[src/rtl/sort_pkg.sv]
// Shared types and default sizes for the in-place selection-sort engine.
package sort_pkg;

  localparam int unsigned DEF_SIZE_ADDR = 8;
  localparam int unsigned DEF_SIZE_DATA = 8;

  typedef enum logic [3:0] {
    IDLE   = 4'd0,
    LOAD_I = 4'd1,
    CAP_I  = 4'd2,
    RD_J   = 4'd3,
    CMP_J  = 4'd4,
    SWAP_A = 4'd5,
    SWAP_B = 4'd6,
    NEXT_I = 4'd7,
    DONE   = 4'd8
  } sort_state_e;

endpackage

[src/rtl/sort_ctrl.sv]
// Selection-sort sequencer: owns the single-port sort RAM for a run, scans for the
// minimum of the unsorted tail and swaps it into place, ascending unsigned order.
module sort_ctrl
  import sort_pkg::*;
#(
  parameter int unsigned SIZE_ADDR = DEF_SIZE_ADDR,
  parameter int unsigned SIZE_DATA = DEF_SIZE_DATA
) (
  input  logic                 i_clk,
  input  logic                 i_rst_n,
  input  logic                 i_start,
  input  logic [SIZE_ADDR:0]   i_len,
  output logic                 o_busy,
  output logic                 o_done,
  output logic                 o_rd_en,
  output logic                 o_wr_en,
  output logic [SIZE_ADDR-1:0] o_addr,
  output logic [SIZE_DATA-1:0] o_wr_data,
  input  logic [SIZE_DATA-1:0] i_rd_data,
  output logic [SIZE_ADDR-1:0] o_swap_cnt
);

  // Indices carry one extra bit so i+1 and j reach 2**SIZE_ADDR without wrapping.
  localparam int unsigned IDX_W = SIZE_ADDR + 1;
  localparam logic [IDX_W-1:0] LEN_MAX = {1'b1, {SIZE_ADDR{1'b0}}};

  sort_state_e            state_q, state_d;
  logic [IDX_W-1:0]       len_q, len_d;
  logic [IDX_W-1:0]       i_q, i_d;
  logic [IDX_W-1:0]       j_q, j_d;
  logic [IDX_W-1:0]       min_q, min_d;
  logic [SIZE_DATA-1:0]   val_i_q, val_i_d;
  logic [SIZE_DATA-1:0]   val_min_q, val_min_d;
  logic [SIZE_ADDR-1:0]   swap_cnt_d;

  logic                   rd_en_d, wr_en_d;
  logic [SIZE_ADDR-1:0]   addr_d;
  logic [SIZE_DATA-1:0]   wr_data_d;

  // State register.
  always_ff @(posedge i_clk or negedge i_rst_n) begin
    if (!i_rst_n) state_q <= IDLE;
    else          state_q <= state_d;
  end

  // Next-state and datapath-next logic.
  always_comb begin
    state_d    = state_q;
    len_d      = len_q;
    i_d        = i_q;
    j_d        = j_q;
    min_d      = min_q;
    val_i_d    = val_i_q;
    val_min_d  = val_min_q;
    swap_cnt_d = o_swap_cnt;

    case (state_q)
      IDLE: begin
        if (i_start) begin
          len_d      = (i_len > LEN_MAX) ? LEN_MAX : i_len;
          i_d        = '0;
          swap_cnt_d = '0;
          state_d    = (len_d < IDX_W'(2)) ? DONE : LOAD_I;
        end
      end
      LOAD_I: state_d = CAP_I;
      CAP_I: begin
        val_i_d   = i_rd_data;
        val_min_d = i_rd_data;
        min_d     = i_q;
        j_d       = i_q + IDX_W'(1);
        state_d   = RD_J;
      end
      RD_J: state_d = CMP_J;
      CMP_J: begin
        // Strict compare keeps the first minimum, so equal keys never move.
        if (i_rd_data < val_min_q) begin
          min_d     = j_q;
          val_min_d = i_rd_data;
        end
        if (j_q == len_q - IDX_W'(1)) begin
          state_d = (min_d != i_q) ? SWAP_A : NEXT_I;
        end else begin
          j_d     = j_q + IDX_W'(1);
          state_d = RD_J;
        end
      end
      SWAP_A: state_d = SWAP_B;
      SWAP_B: begin
        swap_cnt_d = o_swap_cnt + SIZE_ADDR'(1);
        state_d    = NEXT_I;
      end
      NEXT_I: begin
        if (i_q == len_q - IDX_W'(2)) begin
          state_d = DONE;
        end else begin
          i_d     = i_q + IDX_W'(1);
          state_d = LOAD_I;
        end
      end
      DONE:    state_d = IDLE;
      default: state_d = IDLE;
    endcase
  end

  // RAM strobe decode of the upcoming state; address and data hold when no strobe.
  always_comb begin
    rd_en_d   = 1'b0;
    wr_en_d   = 1'b0;
    addr_d    = o_addr;
    wr_data_d = o_wr_data;

    case (state_d)
      LOAD_I: begin
        rd_en_d = 1'b1;
        addr_d  = SIZE_ADDR'(i_d);
      end
      RD_J: begin
        rd_en_d = 1'b1;
        addr_d  = SIZE_ADDR'(j_d);
      end
      SWAP_A: begin
        wr_en_d   = 1'b1;
        addr_d    = SIZE_ADDR'(min_d);
        wr_data_d = val_i_d;
      end
      SWAP_B: begin
        wr_en_d   = 1'b1;
        addr_d    = SIZE_ADDR'(i_d);
        wr_data_d = val_min_d;
      end
      default: ;
    endcase
  end

  // Datapath and registered outputs.
  always_ff @(posedge i_clk or negedge i_rst_n) begin
    if (!i_rst_n) begin
      len_q      <= '0;
      i_q        <= '0;
      j_q        <= '0;
      min_q      <= '0;
      val_i_q    <= '0;
      val_min_q  <= '0;
      o_swap_cnt <= '0;
      o_busy     <= 1'b0;
      o_done     <= 1'b0;
      o_rd_en    <= 1'b0;
      o_wr_en    <= 1'b0;
      o_addr     <= '0;
      o_wr_data  <= '0;
    end else begin
      len_q      <= len_d;
      i_q        <= i_d;
      j_q        <= j_d;
      min_q      <= min_d;
      val_i_q    <= val_i_d;
      val_min_q  <= val_min_d;
      o_swap_cnt <= swap_cnt_d;
      o_busy     <= (state_d != IDLE);
      o_done     <= (state_d == DONE);
      o_rd_en    <= rd_en_d;
      o_wr_en    <= wr_en_d;
      o_addr     <= addr_d;
      o_wr_data  <= wr_data_d;
    end
  end

endmodule

[config.mk]
export PLATFORM = sky130hd
export DESIGN_NAME = sort_ctrl
export DESIGN_NICKNAME = d
export VERILOG_FILES = /design/src/rtl/sort_pkg.sv /design/src/rtl/sort_ctrl.sv
export SDC_FILE = /design/constraint.sdc
export NUM_CORES = 1
export LEC_CHECK = 0
export BUFFER_PORTS_ARGS = -buffer_cell sky130_fd_sc_hd__buf_2
export CAP_MARGIN = 15
export CORE_UTILIZATION = 54
export DETAILED_ROUTE_END_ITERATION = 10
export PLACE_DENSITY = 0.76
export RECOVER_POWER = 25
export SLEW_MARGIN = 10
export SYNTH_ARGS = -nofsm -noshare
export SYNTH_HDL_FRONTEND = slang
export SYNTH_SLANG_ARGS = --single-unit
[constraint.sdc]
create_clock -name i_clk -period 2.5 [get_ports i_clk]
set_input_delay 0.25 -clock i_clk [delete_from_list [all_inputs] [get_ports i_clk]]
set_output_delay 0.25 -clock i_clk [all_outputs]
set_load 0.02 [all_outputs]
==> results.ini <==
[yosys]
post-synth-top-area-fraction_pct = 40.5
synth_area_um2 = 5180
syn_avg_cell_area_um2 = 9.41
synth_ff_type = sky130_fd_sc_hd__dfrtp_1
synth_area_leader = sky130_fd_sc_hd__dfrtp_1
ys_ff_latch = 84
syn_inst = 551
yosysSeqAreaShare_pct = 40.5
post_synthesis_async_set_or_reset_flop_share_pct = 100
synthesis_warnings = 0
number_of_enable_flip_flop_cells_after_synthesis = 0
syn_nets = 584
ys_top_cells_by_area = sky130_fd_sc_hd__dfrtp_1 (41%), sky130_fd_sc_hd__nand2_1 (4.6%), sky130_fd_sc_hd__ha_1 (3.1%), sky130_fd_sc_hd__a32oi_1 (2.7%), sky130_fd_sc_hd__o21ai_0 (2.7%)
synth_cell_type_count = 74

[layout]
multi_input_area_um2 = 3410
areaGrowthSynthToFinish_pct = 40.8
fill_cells = 522
antennaDiodeCount = 0
final_area_um2 = 7300
drive_gt1_share_pct = 41.3
final_cell_count_no_fill = 834
fin_nets = 733
ff_latch_area_um2 = 2110

[timing]
fin_setup_tns_ns = -12.12
timing_worst_slew_pin_value_ns = 0.971
final_setup_violations = 45
final-max-slew-violation-count = 0
timing.slew.headroom_pct = 35.2
timing.clock.skew_ns = 0.0207
fin_ws_ns = -0.602
fmax_mhz = 322
finalHoldViolations = 0
grt_setup_unrepaired = yes
final_cycle_utilization_of_the_critical_path_pct = 124
timing.final.crit_period_ns = 3.10

[cts]
path_clk_slew_ns = 0.11
clkSinkCount = 84
worst_case_clock_buffer_depth = 2
cts.root.buffer_cell = sky130_fd_sc_hd__clkbuf_8
worstSkewPairLatency_ns = 0.39
tritoncts = yes
cts-htree-levels = 3
numCtsBuffers = 9

[grt]
grt_max_degree = 48
grt_remaining_overflow = 0
grt_busiest_layer = met2
met1_usage_pct = 46.2
wire_length_of_the_first_global_routing_pass_mm = 26.3
gr-usage-met3_pct = 5.71
global_route.usage.met2_pct = 54.4
grt_antenna_before_repair = 0
vias_in_the_first_global_route = 5180
total_routing_usage_gr_pct = 34.0

[outcome]
status = complete, but fails checks
violated_checks = negative setup slack

[placement]
dp_hpwl_mm = 11.1
place_area_um2 = 6330
pre_cts_slack_ns = -0.364
post-place-cells = 792
portBuffers = 47
gp_congestion = 0.935

[setup_path]
crit_path_end_kind = register
required_time_reported_for_the_critical_path_endpoint_ns = 2.79
worst_endpoint_data_arrival_time_ns = 3.39
path_class = reg2reg
critPathLaunchType = register
worstPathMaxFanout = 6

[run]
drv.max_cap_violation_count = 0

[floorplan]
rows = 35
top_level_ports = 48
fp.coreArea_um2 = 9280
start_util_pct = 55.8
die-width_um = 100
die-height_um = 100
die_area_um2 = 10000

[routing]
drtAntennaViolNets = 0
wirelength_mm = 19.5
detailroute.via_count = 5714
viasPerCell = 6.85
drc = 0
drt_pass1_iterations = 8
wire_per_inst_um = 23.4
initialDrtViolationCount = 795

[power_and_ir_drop]
p_leak_uw = 0.00337
power_density_nw_per_um2 = 1510
vdd.ir_drop.worst_v = 0.00102
total_power_uw = 11000

[min_path]
hp-class = in2reg

## logic make-up after synthesis
family | count (synthesis) | share of synthesized area (%)
adders and majority gates | 13 | 3.14
muxes | 15 | 3.11
AOI/OAI and AO/OA | 161 | 24.3
DFF | 84 | 40.5
and+or+nand+nor | 185 | 18.6
buffers and inverters | 62 | 5.14
xor gates and xnor gates | 31 | 5.24
## worst paths after layout
kind                               from      endpoint  slack, ns  cells past startpoint
max in group asynchronous       i_rst_n      len_q[4]       0.62                      3
max reg2reg                val_min_q[2]  o_wr_data[2]      -0.60                     13
min in group asynchronous       i_rst_n     o_addr[1]       0.56                      2
max                        val_min_q[2]  o_wr_data[2]      -0.60                     13
min reg2reg                  val_i_q[1]    val_i_q[1]       0.49                      2
min                            i_len[4]      len_q[4]        0.1                      3
## synth_stat cells, drive strengths merged (15+ instances only)
cell / instances
nand3: 22
nor2: 27
xor2: 15
o21ai: 31
inv: 23
clkbuf: 19
xnor2: 16
a32oi: 16
dfrtp: 84
o211ai: 15
buf: 20
nand2: 63
## worst max-delay path: stages, from the launching register on
cell                        delay, ns
sky130_fd_sc_hd__dfrtp_1         0.42
sky130_fd_sc_hd__inv_2           0.07
sky130_fd_sc_hd__ha_4            0.20
sky130_fd_sc_hd__a211oi_2        0.28
sky130_fd_sc_hd__o21ai_2         0.15
sky130_fd_sc_hd__a41oi_2         0.25
sky130_fd_sc_hd__buf_6           0.19
sky130_fd_sc_hd__mux2i_4         0.08
sky130_fd_sc_hd__a2111oi_4       0.35
sky130_fd_sc_hd__buf_4           0.20
sky130_fd_sc_hd__nand4_4         0.18
sky130_fd_sc_hd__buf_6           0.21
sky130_fd_sc_hd__a32oi_1         0.20
sky130_fd_sc_hd__a21bo_1         0.23
## where the power goes
part	total [µW]	internal (µW)	switching, µW
logic	7390	3270	4120
registers	2490	1920	572
clock network	1160	580	577
total	11000	5770	5270
## flip-flops by register name, summed over array words and instances, names as in the netlist
name and flops:
o_swap_cnt 8, o_wr_en 1, i_q 9, min_q 9
len_q 9, val_min_q 8, j_q 9, o_done 1
state_q 4, o_busy 1, val_i_q 8, o_wr_data 8
o_rd_en 1, o_addr 8
## layer usage
layer	part of all wire, %	vias up
li1	-	2343
met1	36	2721
met2	46	496
met3	11	154
met4	6.7	0
met5	0	-
## layout make-up
| type | count | area share (%) |
|---|---|---|
| inverters | 23 | 1.22 |
| multi-input cells | 407 | 46.7 |
| flip-flops and latches | 84 | 28.8 |
| well taps | 129 | 2.21 |
| clock buffers | 9 | 1.70 |
| clock inverters | 7 | 1.51 |
| repair buffers | 175 | 17.9 |
## through the flow
stage,hold slack (ns),util (%)
global placement,0.244,68.2
global route,0.0978,78.7
floorplan,-0.0456,-
detailed placement,0.250,68.2
CTS,0.103,74.3
finish,0.0951,78.7
## cell usage in the layout, fill, tap and decap left out, drive strengths merged, types with 9 or more instances in the layout
cell type	instances
o211ai	15
nor3	13
clkbuf	11
xnor2	16
inv	25
nor2	27
and3	10
buf	172
mux2	9
a31oi	11
dfrtp	84
nand2	63
a211oi	11
o21ai	32
nand3	22
a21oi	13
ha	13
xor2	15
a32oi	16
## timing repair
item                                    in CTS  in global routing
gates resized for setup                     41                 73
hold buffers                                 1                  0
hold endpoints to repair                    37                  0
endpoints found under the setup margin      27                 42
buffers inserted                            17                 10
pin swaps                                   31                 28
gates cloned                                 3                  1
No activity file was read; power rests on OpenSTA's default activity.
